File: config.mk
export PLATFORM = sky130hd
export DESIGN_NAME = inst_fetch
export DESIGN_NICKNAME = d
export VERILOG_FILES = /design/src/rtl/inst_fetch_pkg.sv /design/src/rtl/inst_fetch_icache.sv /design/src/rtl/inst_fetch.sv
export SDC_FILE = /design/constraint.sdc
export NUM_CORES = 1
export LEC_CHECK = 0
export ABC_CLOCK_PERIOD_IN_PS = 2700
export BUFFER_PORTS_ARGS = -buffer_cell sky130_fd_sc_hd__buf_2
export CORE_UTILIZATION = 50
export DETAILED_ROUTE_END_ITERATION = 10
export PLACE_DENSITY = 0.75
export SYNTH_ARGS = -nofsm -noshare
export SYNTH_HDL_FRONTEND = slang
export SYNTH_HIERARCHICAL = 1
export SYNTH_SLANG_ARGS = --single-unit
File: constraint.sdc
create_clock -name clk -period 2.7 [get_ports clk]
set_input_delay 0.135 -clock clk [delete_from_list [all_inputs] [get_ports clk]]
set_output_delay 0.135 -clock clk [all_outputs]
set_load 0.02 [all_outputs]
File: src/rtl/inst_fetch_pkg.sv
// Shared types for the instruction fetch stage: FSM states and the
// decode-facing and memctrl-facing register bundles.
package inst_fetch_pkg;

  localparam int ADDR_W = 32;
  localparam int INST_W = 32;

  typedef enum logic {
    S_RUN  = 1'b0,
    S_MISS = 1'b1
  } fetch_state_e;

  typedef struct packed {
    logic              valid;
    logic [INST_W-1:0] inst;
    logic [ADDR_W-1:0] pc;
  } id_out_t;

  typedef struct packed {
    logic              en;
    logic [ADDR_W-1:0] addr;
  } mc_req_t;

  function automatic logic [ADDR_W-1:0] pc_inc(input logic [ADDR_W-1:0] pc);
    return pc + ADDR_W'(4);
  endfunction

endpackage

File: src/rtl/inst_fetch_icache.sv
// Direct-mapped instruction cache, one instruction per line.
// Combinational hit/read, single write port; only valid bits are reset.
module inst_fetch_icache
  import inst_fetch_pkg::*;
#(
  parameter int IDX_W = 8,
  parameter int TAG_W = ADDR_W - IDX_W - 2
) (
  input  logic              clk,
  input  logic              rst_n,
  input  logic [IDX_W-1:0]  rd_idx,
  input  logic [TAG_W-1:0]  rd_tag,
  output logic              hit,
  output logic [INST_W-1:0] rd_data,
  input  logic              wr_en,
  input  logic [IDX_W-1:0]  wr_idx,
  input  logic [TAG_W-1:0]  wr_tag,
  input  logic [INST_W-1:0] wr_data
);

  localparam int LINES = 1 << IDX_W;

  logic [LINES-1:0]  valid;
  logic [TAG_W-1:0]  tag_ram  [LINES];
  logic [INST_W-1:0] data_ram [LINES];

  always_ff @(posedge clk or negedge rst_n) begin
    if (!rst_n)     valid <= '0;
    else if (wr_en) valid[wr_idx] <= 1'b1;
  end

  // Arrays carry no reset so they can map onto plain RAM.
  always_ff @(posedge clk) begin
    if (wr_en) begin
      tag_ram[wr_idx]  <= wr_tag;
      data_ram[wr_idx] <= wr_data;
    end
  end

  assign hit     = valid[rd_idx] && (tag_ram[rd_idx] == rd_tag);
  assign rd_data = data_ram[rd_idx];

endmodule

File: src/rtl/inst_fetch.sv
// Instruction fetch: PC, optional I-cache (IFETCH_ICACHE_EN), miss path to
// memctrl, and redirect handling that defers jumps arriving mid-miss.
module inst_fetch
  import inst_fetch_pkg::*;
#(
  parameter int          ICACHE_IDX_W = 8,
  parameter logic [31:0] RESET_PC     = 32'h0
) (
  input  logic        clk,
  input  logic        rst_n,
  input  logic        rdy,
  input  logic        iJUMP_en,
  input  logic [31:0] iJUMP_pc,
  input  logic        iID_stall,
  output logic        oID_valid,
  output logic [31:0] oID_inst,
  output logic [31:0] oID_pc,
  output logic        oMC_en,
  output logic [31:0] oMC_addr,
  input  logic        iMC_done,
  input  logic [31:0] iMC_inst
);

  fetch_state_e      state_q, state_d;
  logic [ADDR_W-1:0] pc_q, pc_d;
  id_out_t           out_q, out_d;
  mc_req_t           mc_q, mc_d;
  logic              jpend_q, jpend_d;
  logic [ADDR_W-1:0] jpc_q, jpc_d;
  logic              adv, fill, hit;
  logic [INST_W-1:0] rdata;

`ifdef IFETCH_ICACHE_EN
  localparam int TAG_W = ADDR_W - ICACHE_IDX_W - 2;

  inst_fetch_icache #(.IDX_W(ICACHE_IDX_W), .TAG_W(TAG_W)) u_icache (
    .clk     (clk),
    .rst_n   (rst_n),
    .rd_idx  (pc_q[ICACHE_IDX_W+1:2]),
    .rd_tag  (pc_q[ADDR_W-1:ICACHE_IDX_W+2]),
    .hit     (hit),
    .rd_data (rdata),
    .wr_en   (fill & rdy),
    .wr_idx  (mc_q.addr[ICACHE_IDX_W+1:2]),
    .wr_tag  (mc_q.addr[ADDR_W-1:ICACHE_IDX_W+2]),
    .wr_data (iMC_inst)
  );
`else
  assign hit   = 1'b0;
  assign rdata = '0;
`endif

  assign adv = !out_q.valid || !iID_stall;

  always_comb begin
    state_d = state_q;
    pc_d    = pc_q;
    out_d   = out_q;
    mc_d    = mc_q;
    jpend_d = jpend_q;
    jpc_d   = jpc_q;
    fill    = 1'b0;
    unique case (state_q)
      S_RUN: begin
        if (iJUMP_en) begin
          pc_d        = iJUMP_pc;
          out_d.valid = 1'b0;
        end else if (adv) begin
          if (hit) begin
            out_d = '{valid: 1'b1, inst: rdata, pc: pc_q};
            pc_d  = pc_inc(pc_q);
          end else begin
            out_d.valid = 1'b0;
            state_d     = S_MISS;
            mc_d        = '{en: 1'b1, addr: pc_q};
          end
        end
      end
      S_MISS: begin
        if (iMC_done) begin
          fill    = 1'b1;
          mc_d.en = 1'b0;
          state_d = S_RUN;
          jpend_d = 1'b0;
          // Fill still happens on a redirected miss; only the emit is dropped.
          if (jpend_q || iJUMP_en) begin
            pc_d = iJUMP_en ? iJUMP_pc : jpc_q;
          end else begin
            out_d = '{valid: 1'b1, inst: iMC_inst, pc: mc_q.addr};
            pc_d  = pc_inc(mc_q.addr);
          end
        end else if (iJUMP_en) begin
          jpend_d = 1'b1;
          jpc_d   = iJUMP_pc;
        end
      end
      default: state_d = S_RUN;
    endcase
  end

  always_ff @(posedge clk or negedge rst_n) begin
    if (!rst_n) begin
      state_q <= S_RUN;
      pc_q    <= RESET_PC;
      out_q   <= '0;
      mc_q    <= '0;
      jpend_q <= 1'b0;
      jpc_q   <= '0;
    end else if (rdy) begin
      state_q <= state_d;
      pc_q    <= pc_d;
      out_q   <= out_d;
      mc_q    <= mc_d;
      jpend_q <= jpend_d;
      jpc_q   <= jpc_d;
    end
  end

  assign oID_valid = out_q.valid;
  assign oID_inst  = out_q.inst;
  assign oID_pc    = out_q.pc;
  assign oMC_en    = mc_q.en;
  assign oMC_addr  = mc_q.addr;

endmodule

==> flow_summary.json, run 1 <==
{
  "status": "finished clean",
  "die_y_um": 124,
  "ys_ff_latch": 164,
  "reg2reg_from": "state_q",
  "critPathCapture": "pc_q[29]",
  "area_delta_synth_final_pct": 30.6,
  "antenna_found_initial": 0,
  "hp-class": "in -> reg",
  "cts_buffers": 17,
  "setup_tns_ps": 0,
  "vdd_ir_drop_max_uv": 509,
  "synth_simple_gate_area_frac": 0.185,
  "viasPerCell": 5.31,
  "yosysWarnings": 6,
  "clk-insertion-delay-late_ps": 430,
  "crit_arrival_ps": 2410,
  "ant_nets": 0,
  "required_ps": 3030,
  "synth_area_per_cell_um2": 10.2,
  "power_density_mw_per_mm2": 1100,
  "drive_gt1_frac": 0.303,
  "cp_cell_sequence": "buf_4 -> nor2b_2 -> o21ai_0 -> a221oi_2",
  "fp-row-count": 44,
  "drv_slew": 0,
  "dr_total_vias": 6110,
  "finalWirelength_um": 18600,
  "clock-skew-final_ps": 7.58,
  "synth_xor_area_frac": 0.0293,
  "place_hpwl_um": 11900,
  "synth_compound_area_frac": 0.0952,
  "synth_top_area_share": 0.549,
  "setup_viol": 0,
  "gp_congestion": 0.787,
  "cts.clk_slew.worst_paths_ps": 60,
  "final_util": 0.669,
  "cp_num_cells": 4,
  "synthArstFlopShare": 1.00,
  "total_power_uw": 10700,
  "r2r_slack_ps": 620,
  "p_leak_uw": 0.00478,
  "die_w_um": 124,
  "cts_buffer_depth": 2,
  "syn-cell-area_mm2": 0.00748,
  "num-fill-cells": 1132,
  "period_share": 0.771,
  "tightest_slew_ps": 804,
  "maxCapViolations": 0,
  "whs_ps": 19.5,
  "synth_nets": 804,
  "timing.critical_path.buf_inv": 1,
  "n_antenna_cell": 0,
  "nets": 1025,
  "synth_top_family_by_area": "simple AND/OR/NAND/NOR gates",
  "grt_use_total": 0.252,
  "io_pins": 168,
  "route.detailed.drc": 0,
  "core_mm2": 0.0146,
  "crit_start": "state_q",
  "slowest_stage": "nor2b_2",
  "grt_pass1_wl_um": 30800,
  "cp_max_fo": 20,
  "placed_area_mm2": 0.00852,
  "cts-root-buf": "clkbuf_16",
  "r2r_end": "pc_q[29]",
  "cts_tree": "yes",
  "clock_sinks": 164,
  "final_cell_mix": "220 x nand2_1, 166 x buf_2, 164 x dfrtp_1",
  "r2r_cells": 4,
  "slew_headroom": 0.464,
  "finalHoldViolCount": 0,
  "grt_pass1_vias": 5860,
  "synth-edff-count": 0,
  "overflow": 0,
  "slowest_delay_ps": 550,
  "port_buffers": 167,
  "yosys.area_share.adder": 0.00167,
  "wl_per_cell_um": 16.1,
  "period_needed_ps": 2080,
  "initial_core_util": 0.513,
  "rsz0062_at_grt": "false",
  "synthTopCellsByArea": "dfrtp_1 55%, nand2_1 11%, mux2_2 9.3%",
  "synth_top_cell_by_area": "dfrtp_1",
  "syn_inst": 733,
  "floorplan.die_area_mm2": 0.0155,
  "cp_top_family": "compound AO/OA/AOI/OAI gates",
  "final_common_cell": "nand2_1",
  "synth_ff_type": "dfrtp_1",
  "first_pass_iters": 5,
  "h-tree-depth": 4,
  "ys_types": 52,
  "synth-seq-area-share": 0.549,
  "drt_iter0_markers": 415,
  "grt_max_degree": 72,
  "cts_setup_buffers": 0,
  "synthMuxAreaShare": 0.107,
  "path_class": "reg -> reg",
  "max_freq_ghz": 0.481,
  "fin_area_mm2": 0.00977,
  "crit_path_start_kind": "flip-flop",
  "critPathCaptureType": "flip-flop"
}
[power by group]
part / switching [µW] / internal (µW) / leakage [µW] / total [µW]
Clock: 940 / 1480 / 0.000295 / 2420
Combinational: 2290 / 1560 / 0.00248 / 3840
Sequential: 936 / 3530 / 0.00201 / 4470
[kinds of logic after synthesis]
group                      Yosys count
AOI/OAI and AO/OA                  110
DFF                                164
buffers and inverters               55
and+or+nand+nor                    306
adders and majority gates            1
xor gates and xnor gates            25
muxes                               72
[routing by layer]
| layer | vias up | wire [µm] | part of all wire | global-route usage |
|---|---|---|---|---|
| met5 | - | 0 | 0 | 0 |
| met4 | 0 | 261 | 0.014 | 0.0843 |
| met3 | 19 | 1090 | 0.059 | 0.0485 |
| met2 | 218 | 8710 | 0.47 | 0.393 |
| met1 | 2933 | 8500 | 0.46 | 0.355 |
| li1 | 2940 | - | - | - |
[per-stage QoR]
step / instances / setup WS [ps]
2_1_floorplan: 733 / 789
3_3_place_gp: 1054 / 699
3_5_place_dp: 1054 / 676
4_1_cts: 1151 / 638
5_1_grt: 1151 / 441
6_report: 1151 / 620
[worst min path at each step]
stage               from  slack (ps)  depth (start not counted)     endpoint
4_1_cts        iID_stall          10                          3    oID_valid
2_1_floorplan      rst_n        -160                          0     jpc_q[0]
6_report       iID_stall          20                          3    oID_valid
3_3_place_gp       rst_n         190                          1  oID_inst[0]
3_5_place_dp       rst_n         190                          1  oID_inst[3]
5_1_grt        iID_stall          80                          3    oID_valid
[synthesized netlist by cell type, types with 6 or more instances]
master	number
o21ai_0	42
buf_2	20
o22ai_1	6
a31oi_1	11
nand3b_1	10
mux2i_1	9
xnor2_1	9
nor2_1	19
inv_1	9
a221oi_2	6
clkbuf_1	22
xor2_1	16
a21oi_1	17
mux2_2	62
nand2_1	220
dfrtp_1	164
nand2b_1	6
nand3_1	17
nand4_1	7
[timing repair]
item	in CTS	in global routing
hold buffers	65	0
gates resized for setup	0	0
hold endpoints to repair	133	0
[area by class of cell]
| class | instances | area [µm²] | area share |
|---|---|---|---|
| sequential | 164 | 4100 | 0.420 |
| multi-input combinational | 514 | 3140 | 0.321 |
| timing repair buffer | 248 | 1660 | 0.170 |
| clock buffer | 23 | 498 | 0.0510 |
| tap | 184 | 230 | 0.0236 |
| clock inverter | 9 | 100 | 0.0102 |
| inverter | 9 | 33.8 | 0.00346 |
[flip-flops by register name, indices dropped and copies added, names as in the netlist]
| register | cells |
|---|---|
| state_q | 1 |
| pc_q | 32 |
| oID_inst | 32 |
| oMC_addr | 32 |
| jpend_q | 1 |
| jpc_q | 32 |
| oID_valid | 1 |
| oMC_en | 1 |
| oID_pc | 32 |
[worst register-to-register path, cell delays in order, from the launching register on]
cell and delay [ps]:
dfrtp_1 510, buf_4 230, nor2b_2 560, o21ai_0 330, a221oi_2 360
Note: power is estimated with default switching activity, not from simulation.
==> inputs of run 2 (changes only) <==
- ABC_CLOCK_PERIOD_IN_PS: 2700 -> 1960
- clock period: 2.7 -> 1.96 ns (I/O delays scaled with it)
==> run 2 against run 1 <==
Compared with the run above:
- global-route usage hardly changed
- critical path depth is 2 higher
- wire length rose by 1.3%
- setup slack worse by 500 ps
- fmax grew 13%
- clock-buffer cell count down 4
- design area up 2.8%
- via count rose by 2.7%
- core utilization grew 1.9 points
- clock power is 37% higher
- largest power group unchanged
- register-to-register slack worse by 500 ps
==> flow_summary.json, run 2 (synthesized netlist as in run 1, its figures left out) <==
{
  "die_y_um": 124,
  "crit_path_start_kind": "flip-flop",
  "dr_total_vias": 6278,
  "period_needed_ps": 1840,
  "power_density_mw_per_mm2": 1500,
  "clk-insertion-delay-late_ps": 420,
  "setup_viol": 0,
  "crit_arrival_ps": 2180,
  "first_pass_iters": 5,
  "r2r_cells": 6,
  "cp_cell_sequence": "mux2_2 -> and2_1 -> nand3_2 -> buf_12 -> nand2_1 -> o21ai_1",
  "clock_sinks": 164,
  "floorplan.die_area_mm2": 0.0155,
  "r2r_end": "oID_pc[14]",
  "cp_max_fo": 71,
  "hp-class": "in -> reg",
  "status": "finished clean",
  "gp_congestion": 0.821,
  "h-tree-depth": 4,
  "port_buffers": 167,
  "n_antenna_cell": 0,
  "period_share": 0.937,
  "critPathCaptureType": "flip-flop",
  "slowest_stage": "dfrtp_1",
  "max_freq_ghz": 0.544,
  "initial_core_util": 0.513,
  "cts_buffer_depth": 2,
  "final_util": 0.689,
  "final_common_cell": "nand2_1",
  "path_class": "reg -> reg",
  "core_mm2": 0.0146,
  "hold_end": "state_q",
  "overflow": 0,
  "rsz0062_at_grt": "false",
  "tightest_slew_ps": 518,
  "final_cell_mix": "220 x nand2_1, 166 x buf_2, 164 x dfrtp_1",
  "reg2reg_from": "state_q",
  "drive_gt1_frac": 0.321,
  "grt_max_degree": 72,
  "drv_slew": 0,
  "grt_pass1_vias": 6009,
  "ant_nets": 0,
  "wl_per_cell_um": 16.0,
  "nets": 1054,
  "hp-start": "iMC_done",
  "r2r_slack_ps": 120,
  "antenna_found_initial": 0,
  "viasPerCell": 5.33,
  "setup_tns_ps": 0,
  "slew_headroom": 0.651,
  "cts_buffers": 17,
  "maxCapViolations": 0,
  "finalWirelength_um": 18800,
  "finalHoldViolCount": 0,
  "hold_depth": 3,
  "cts-root-buf": "clkbuf_16",
  "route.detailed.drc": 0,
  "io_pins": 168,
  "vdd_ir_drop_max_uv": 753,
  "place_hpwl_um": 12400,
  "grt_pass1_wl_um": 31200,
  "drt_iter0_markers": 393,
  "die_w_um": 124,
  "area_delta_synth_final_pct": 34.3,
  "grt_use_total": 0.252,
  "slowest_delay_ps": 460,
  "p_leak_uw": 0.00495,
  "cts.clk_slew.worst_paths_ps": 60,
  "required_ps": 2310,
  "clock-skew-final_ps": 6.88,
  "fp-row-count": 44,
  "cts_tree": "yes"
}
==> run 2: cell count changes in the layout (fill, tap and decap cells not counted), sizes merged <==
cell	before	now
dlygate4sd3	65	66
bufinv	2	3
clkbuf	23	19
buf	183	211
==> run 2: how the worst max path moves through the flow <==
stage | start | to | slack (ps) | cells after the start
3_3_place_gp | state_q | oID_valid | 170 | 5
5_1_grt | oMC_addr[8] | pc_q[10] | 2 | 6
2_1_floorplan | oMC_addr[2] | pc_q[20] | 50 | 6
3_5_place_dp | oMC_addr[2] | pc_q[20] | 90 | 6
6_report | state_q | oID_pc[14] | 120 | 6
4_1_cts | oMC_addr[2] | pc_q[22] | 80 | 7
==> run 2: critical path, delay by kind of cell, from the launching register on <==
kind            cells  cell delay (ps)
buf+inv             1              260
mux                 1              370
compound gates      1               80
flops               1              460
simple gates        3              540
==> run 2: area by class of cell <==
cell class / instances / area (µm²)
repair buffers: 277 / 1950
well taps: 184 / 230
clock inverters: 10 / 134
inverters: 9 / 33.8
fillers: 1089 / 4540
flip-flops and latches: 164 / 4100
clock buffers: 19 / 453
multi-input cells: 514 / 3140
==> run 2: what timing repair did <==
| item | CTS | global route |
|---|---|---|
| buffers inserted | 0 | 4 |
| setup endpoints to repair | 0 | 8 |
| hold buffers | 66 | 0 |
| hold endpoints to repair | 124 | 0 |
| resized for setup | 0 | 1 |
==> run 2: where the power goes <==
| group | switching [µW] | internal [µW] | leakage (µW) | total (µW) |
|---|---|---|---|---|
| Combinational | 3430 | 2410 | 0.00265 | 5840 |
| Clock | 1270 | 2040 | 0.000286 | 3310 |
| Sequential | 1070 | 4870 | 0.00201 | 5950 |
==> run 2: metrics by stage <==
step	setup WS, ps	hold WS [ps]	total power (µW)	area (µm²)	std cells
2_1_floorplan	48.7	-198	9360	7480	733
3_3_place_gp	169	76.3	11500	8760	1078
3_5_place_dp	94.0	79.9	11700	8760	1078
4_1_cts	84.8	35.7	15100	10000	1173
5_1_grt	2.34	35.3	16000	10000	1177
6_report	123	49.6	15100	10000	1177
==> run 2: layer usage <==
| metal | wire length, µm | track usage |
|---|---|---|
| met1 | 8760 | 0.356 |
| met2 | 8660 | 0.389 |
| met3 | 976 | 0.0438 |
| met4 | 405 | 0.0978 |
| met5 | 0 | 0 |
